### src/rtl/data_mem_ctrl.sv
// Load/store unit between a CPU and a word-wide data memory: sizes, lanes, sign extension, wait states.
// Define DATA_MEM_CTRL_ALIGN_CHECK_EN to flag misaligned accesses instead of masking their low address bits.
module data_mem_ctrl #(
  parameter int DATA_WIDTH  = 32,
  parameter int ADDR_WIDTH  = 32,
  parameter int WAIT_STATES = 1
) (
  input  logic                  i_clock,
  input  logic                  i_reset,
  input  logic                  i_cpuReq,
  input  logic                  i_cpuWrEnable,
  input  logic [ADDR_WIDTH-1:0] i_cpuAddr,
  input  logic [DATA_WIDTH-1:0] i_cpuWrData,
  input  logic [1:0]            i_cpuAccess,
  input  logic                  i_cpuUnsigned,
  output logic [DATA_WIDTH-1:0] o_cpuRdData,
  output logic                  o_cpuReady,
  output logic                  o_cpuBusy,
  output logic                  o_cpuError,
  output logic [ADDR_WIDTH-1:0] o_memAddr,
  output logic [DATA_WIDTH-1:0] o_memWrData,
  output logic [3:0]            o_memByteEnable,
  output logic                  o_memWrEnable,
  output logic                  o_memRdEnable,
  input  logic [DATA_WIDTH-1:0] i_memRdData
);

  localparam int         WAIT_INIT = (WAIT_STATES > 0) ? WAIT_STATES - 1 : 0;
  localparam logic [2:0] WAIT_LOAD = WAIT_INIT[2:0];

  typedef enum logic [1:0] {IDLE, ACCESS, WAIT, DONE} state_t;

  state_t                state_q, state_d;
  logic [2:0]            cnt_q, cnt_d;
  logic [ADDR_WIDTH-1:0] addr_q;
  logic [DATA_WIDTH-1:0] wrData_q, rdData_q;
  logic [1:0]            size_q;
  logic                  wr_q, uns_q;

  logic [ADDR_WIDTH-1:0] alignedAddr;
  logic [DATA_WIDTH-1:0] laneWord, loadVal;
  logic                  accept, misaligned, loadDone;

  assign accept      = (state_q == IDLE) && i_cpuReq;
  assign loadDone    = !wr_q && (state_d == DONE) && ((state_q == ACCESS) || (state_q == WAIT));
  assign o_cpuRdData = rdData_q;

  // Low address bits are forced to natural alignment; aligned requests pass through untouched.
  always_comb begin
    alignedAddr = i_cpuAddr;
    if (i_cpuAccess == 2'b01) begin
      alignedAddr[0] = 1'b0;
    end else if (i_cpuAccess != 2'b00) begin
      alignedAddr[1:0] = 2'b00;
    end
  end

`ifdef DATA_MEM_CTRL_ALIGN_CHECK_EN
  logic err_q;

  assign misaligned = (i_cpuAccess == 2'b01) ? i_cpuAddr[0]
                    : ((i_cpuAccess != 2'b00) && (i_cpuAddr[1:0] != 2'b00));
  assign o_cpuError = (state_q == DONE) && err_q;

  always_ff @(posedge i_clock or negedge i_reset) begin
    if (!i_reset) begin
      err_q <= 1'b0;
    end else if (accept) begin
      err_q <= misaligned;
    end
  end
`else
  assign misaligned = 1'b0;
  assign o_cpuError = 1'b0;
`endif

  always_ff @(posedge i_clock or negedge i_reset) begin
    if (!i_reset) begin
      state_q  <= IDLE;
      cnt_q    <= 3'd0;
      addr_q   <= '0;
      wrData_q <= '0;
      rdData_q <= '0;
      size_q   <= 2'b00;
      wr_q     <= 1'b0;
      uns_q    <= 1'b0;
    end else begin
      state_q <= state_d;
      cnt_q   <= cnt_d;
      if (accept) begin
        addr_q   <= alignedAddr;
        wrData_q <= i_cpuWrData;
        size_q   <= i_cpuAccess;
        wr_q     <= i_cpuWrEnable;
        uns_q    <= i_cpuUnsigned;
      end
      if (loadDone) begin
        rdData_q <= loadVal;
      end
    end
  end

  // Shifting the read word down by the byte offset puts the addressed lane at bit 0.
  always_comb begin
    laneWord = i_memRdData >> {addr_q[1:0], 3'b000};
    loadVal  = i_memRdData;
    if (size_q == 2'b00) begin
      loadVal = {{24{~uns_q & laneWord[7]}}, laneWord[7:0]};
    end else if (size_q == 2'b01) begin
      loadVal = {{16{~uns_q & laneWord[15]}}, laneWord[15:0]};
    end
  end

  always_comb begin
    state_d         = state_q;
    cnt_d           = cnt_q;
    o_cpuReady      = (state_q == DONE);
    o_cpuBusy       = (state_q != IDLE);
    o_memAddr       = '0;
    o_memWrData     = '0;
    o_memByteEnable = 4'b0000;
    o_memWrEnable   = 1'b0;
    o_memRdEnable   = 1'b0;
    case (state_q)
      IDLE: begin
        if (i_cpuReq) state_d = misaligned ? DONE : ACCESS;
      end
      ACCESS: begin
        o_memAddr     = {addr_q[ADDR_WIDTH-1:2], 2'b00};
        o_memWrEnable = wr_q;
        o_memRdEnable = !wr_q;
        case (size_q)
          2'b00: begin
            o_memByteEnable = 4'b0001 << addr_q[1:0];
            o_memWrData     = {4{wrData_q[7:0]}};
          end
          2'b01: begin
            o_memByteEnable = addr_q[1] ? 4'b1100 : 4'b0011;
            o_memWrData     = {2{wrData_q[15:0]}};
          end
          default: begin
            o_memByteEnable = 4'b1111;
            o_memWrData     = wrData_q;
          end
        endcase
        if (WAIT_STATES > 0) begin
          state_d = WAIT;
          cnt_d   = WAIT_LOAD;
        end else begin
          state_d = DONE;
        end
      end
      WAIT: begin
        if (cnt_q == 3'd0) state_d = DONE;
        else               cnt_d   = cnt_q - 3'd1;
      end
      DONE: begin
        state_d = IDLE;
      end
      default: begin
        state_d = IDLE;
      end
    endcase
  end

endmodule

### config.mk
export PLATFORM = sky130hd
export DESIGN_NAME = data_mem_ctrl
export DESIGN_NICKNAME = d
export VERILOG_FILES = /design/src/rtl/data_mem_ctrl.sv
export SDC_FILE = /design/constraint.sdc
export NUM_CORES = 1
export LEC_CHECK = 0
export CAP_MARGIN = 20
export CORE_ASPECT_RATIO = 0.75
export CORE_UTILIZATION = 46
export CTS_BUF_LIST = sky130_fd_sc_hd__clkbuf_8
export DETAILED_ROUTE_END_ITERATION = 8
export GPL_TIMING_DRIVEN = 0
export PLACE_DENSITY = 0.83
export SLEW_MARGIN = 0
export SYNTH_ARGS = -nofsm -noshare
export SYNTH_HDL_FRONTEND = slang
export SYNTH_SLANG_ARGS = --single-unit
### constraint.sdc
create_clock -name i_clock -period 2.7 [get_ports i_clock]
set_input_delay 0.675 -clock i_clock [delete_from_list [all_inputs] [get_ports i_clock]]
set_output_delay 0.675 -clock i_clock [all_outputs]
set_load 0.05 [all_outputs]
==> impl_metrics.ini, run 1 <==
[yosys]
synth_ff_type = dfrtp_1
ys_warn_count = 0
synth_edf_count = 0
syn_area_per_cell_um2 = 10.51
ys_types = 43
synth-seq-cells = 105
ys_seq_area_share_pct = 47.43
postSynthCellCount = 527
syn-cell-area_mm2 = 0.005540
postSynth.asyncResetShare_pct = 100.0

[global_routing]
grt_pass1_wl_um = 26390
antenna_found_initial = 0
grt_max_degree = 55
grt_overflow = 0
track_usage_pct = 27.57
grt_pass1_vias = 4958

[route]
via_count = 4868
avgRoutedWirePerCell_um = 18.26
wl_met2_um = 7803
wl_met3_um = 1614
wl_met1_um = 6965
antenna_left = 0
routed_via_density = 5.349
drcViolationCount = 0
drt_wl_total_um = 16620
drt_iter0_markers = 334
top_layer = met4
dr.pass1.iters = 5

[finish]
antenna_cells = 0
multi_input_area_mm2 = 0.002731
utilization_pct = 67.51
finalNetCount = 853
final.fill_count = 943
stdcell_count = 910
area_delta_synth_final_pct = 42.03
seq_area_mm2 = 0.002629
drive_gt1_share_pct = 25.80

[timing]
clock.fmax_mhz = 382.0
whs_ns = 0.3246
relSlewSlack_pct = 54.82
maxSlewViolCount = 0
rsz0062_at_grt = true
tightest_slew_ns = 0.6777
period_share_pct = 96.95
fin_crit_ns = 2.618
setup_viol = 0
hold_violations = 0
setup_tns_ns = 0
skew_ns = 0.01219

[pwr]
intPower_uw = 5238
finalPower_uw = 10710
vdd_drop_max_v = 0.0007084
swShare_pct = 51.08
p_switching_uw = 5470
power_density_mw_per_mm2 = 1361
combPwrFrac_pct = 64.1
power_frac_clock_pct = 8.8
seqPwrFrac_pct = 27.1
p_leak_uw = 0.003457

[place]
post-dp-hpwl_um = 12440
placed_cells = 896
gp_congestion = 0.8581
portBuffers = 204

[cts]
cts_setup_buffers = 0
ctsResizeCount = 276
cts.clk_slew.worst_paths_ns = 0.10
cts.path.max_buffers = 2
cts-root-buf = clkbuf_8
clkSinkCount = 105
htree_levels = 3
clock_latency_ns = 0.38
tritoncts = done
cts_buffers = 9
ctsHoldBuffers = 0

[worst_setup_path]
cp_max_fo = 10
crit_type = flip-flop to primary output
critPathRequiredTime_ns = 2.03
critPathCaptureType = primary output
arrival_ns = 1.94
worstSetupStartpointType = flip-flop

[die]
die_h_um = 97.04
die_area_mm2 = 0.01249
rows = 34
start_util_pct = 47.53
fp.dieW_um = 128.7
boundaryPins = 208
core_area_mm2 = 0.01166

[worst_hold_path]
hp-class = input port to async pin

[outcome]
status = completed

[flow_run]
timing.max_cap.violations = 0
-- power groups by stage --
stage          registers [µW]  logic (µW)  clock network (µW)
2_1_floorplan            3580        4040                   0
3_5_place_dp             2920        7010                   0
3_3_place_gp             2870        6870                   0
6_report                 2900        6870                 937
5_1_grt                  3000        7330                1020
4_1_cts                  2890        6910                 963
-- path summary, 6_finish.rpt --
check | slack (ns) | cells after the start | endpoint | start
setup / recovery | 0.08 | 5 | o_memWrData[27] | size_q[0]
hold / removal | 0.32 | 1 | addr_q[27] | i_reset
setup reg to reg | 0.36 | 7 | o_cpuRdData[24] | state_q[0]
hold reg to reg | 0.49 | 2 | o_cpuRdData[1] | o_cpuRdData[1]
max in group asynchronous | 1.65 | 2 | wrData_q[5] | i_reset
min in group i_clock | 0.49 | 2 | o_cpuRdData[1] | o_cpuRdData[1]
-- per-stage QoR --
step / area, µm² / worst slack [ns]
3_5_place_dp: 7818 / -0.5335
5_1_grt: 7869 / -0.02930
6_report: 7869 / 0.08241
4_1_cts: 7989 / 0.0002558
2_1_floorplan: 5548 / 0.1859
3_3_place_gp: 7792 / -2.944
-- cells by family after synthesis --
logic type / synth area share, %
AO/OA/AOI/OAI: 11.04
adder cells (fa/ha/maj): 1.581
buffers and inverters: 3.929
flip-flops: 47.43
multiplexers: 19.65
other: 0.06769
AND/OR/NAND/NOR: 16.31
-- registers in the layout, indices dropped and copies added (netlist names) --
signal / count
addr_q: 32
o_cpuRdData: 32
wrData_q: 32
cnt_q: 3
size_q: 2
state_q: 2
uns_q: 1
wr_q: 1
-- final cells by class --
class,count,area share (%)
Buffer,38,2.846
Inverter,7,0.3339
Timing Repair Buffer,205,23.80
Clock inverter,5,0.3975
Multi-Input combinational cell,377,34.71
Clock buffer,11,1.924
Tap cell,162,2.576
Sequential cell,105,33.41
-- worst max-delay path: stages, from the launching register on --
cell and delay (ns):
dfrtp_2 0.45, buf_4 0.25, mux2i_1 0.27, o21ai_0 0.11, and2_1 0.17, clkdlybuf4s15_2 0.33
-- metal layers --
| layer | vias to the layer above | track usage (%) |
|---|---|---|
| li1 | 2232 | - |
| met1 | 2376 | 36.02 |
| met2 | 240 | 44.53 |
| met3 | 20 | 8.573 |
| met4 | 0 | 6.516 |
| met5 | - | 0 |
-- Yosys cell counts (2+ instances only) --
cell type	count	area, µm²
a21boi_0	8	60.06
a21oi_1	26	130.1
a221o_1	7	70.07
a2bb2oi_1	7	61.31
and2_1	47	294.0
buf_1	12	45.04
buf_2	3	15.01
buf_4	4	30.03
buf_6	3	33.78
clkbuf_1	18	67.56
dfrtp_1	105	2628
ha_1	7	87.58
inv_1	7	26.28
mux2_2	74	833.3
mux2i_1	24	240.2
nand2_1	53	198.9
nand2b_1	12	75.07
nand3_1	7	35.03
nand3b_1	2	15.01
nor2_1	36	135.1
nor2b_1	13	81.33
nor3_1	3	15.01
o21a_1	3	22.52
o21ai_0	21	105.1
o22ai_1	7	43.79
-- placed cells by master (no fill, tap or decap), drive strengths merged, types with 3 or more instances in the layout --
cell           count
clkdlybuf4s50    134
dfrtp            105
mux2              75
buf               67
nand2             53
and2              47
nor2              36
clkbuf            31
a21oi             26
mux2i             24
o21ai             21
nor2b             13
nand2b            12
clkdlybuf4s15     11
clkdlybuf4s18     10
inv               10
a21boi             8
a221o              7
nand3              7
a2bb2oi            7
o22ai              7
ha                 7
o21a               3
nor3               3
conb               3
Power figures use the tool's default switching activity.
==> run 2: changes to the inputs <==
- CTS_CLUSTER_SIZE: unset -> 40
- GPL_ROUTABILITY_DRIVEN: unset -> 1
==> results of run 2 <==
Same layout as run 1: the final DEF is identical, and so are final timing and power.
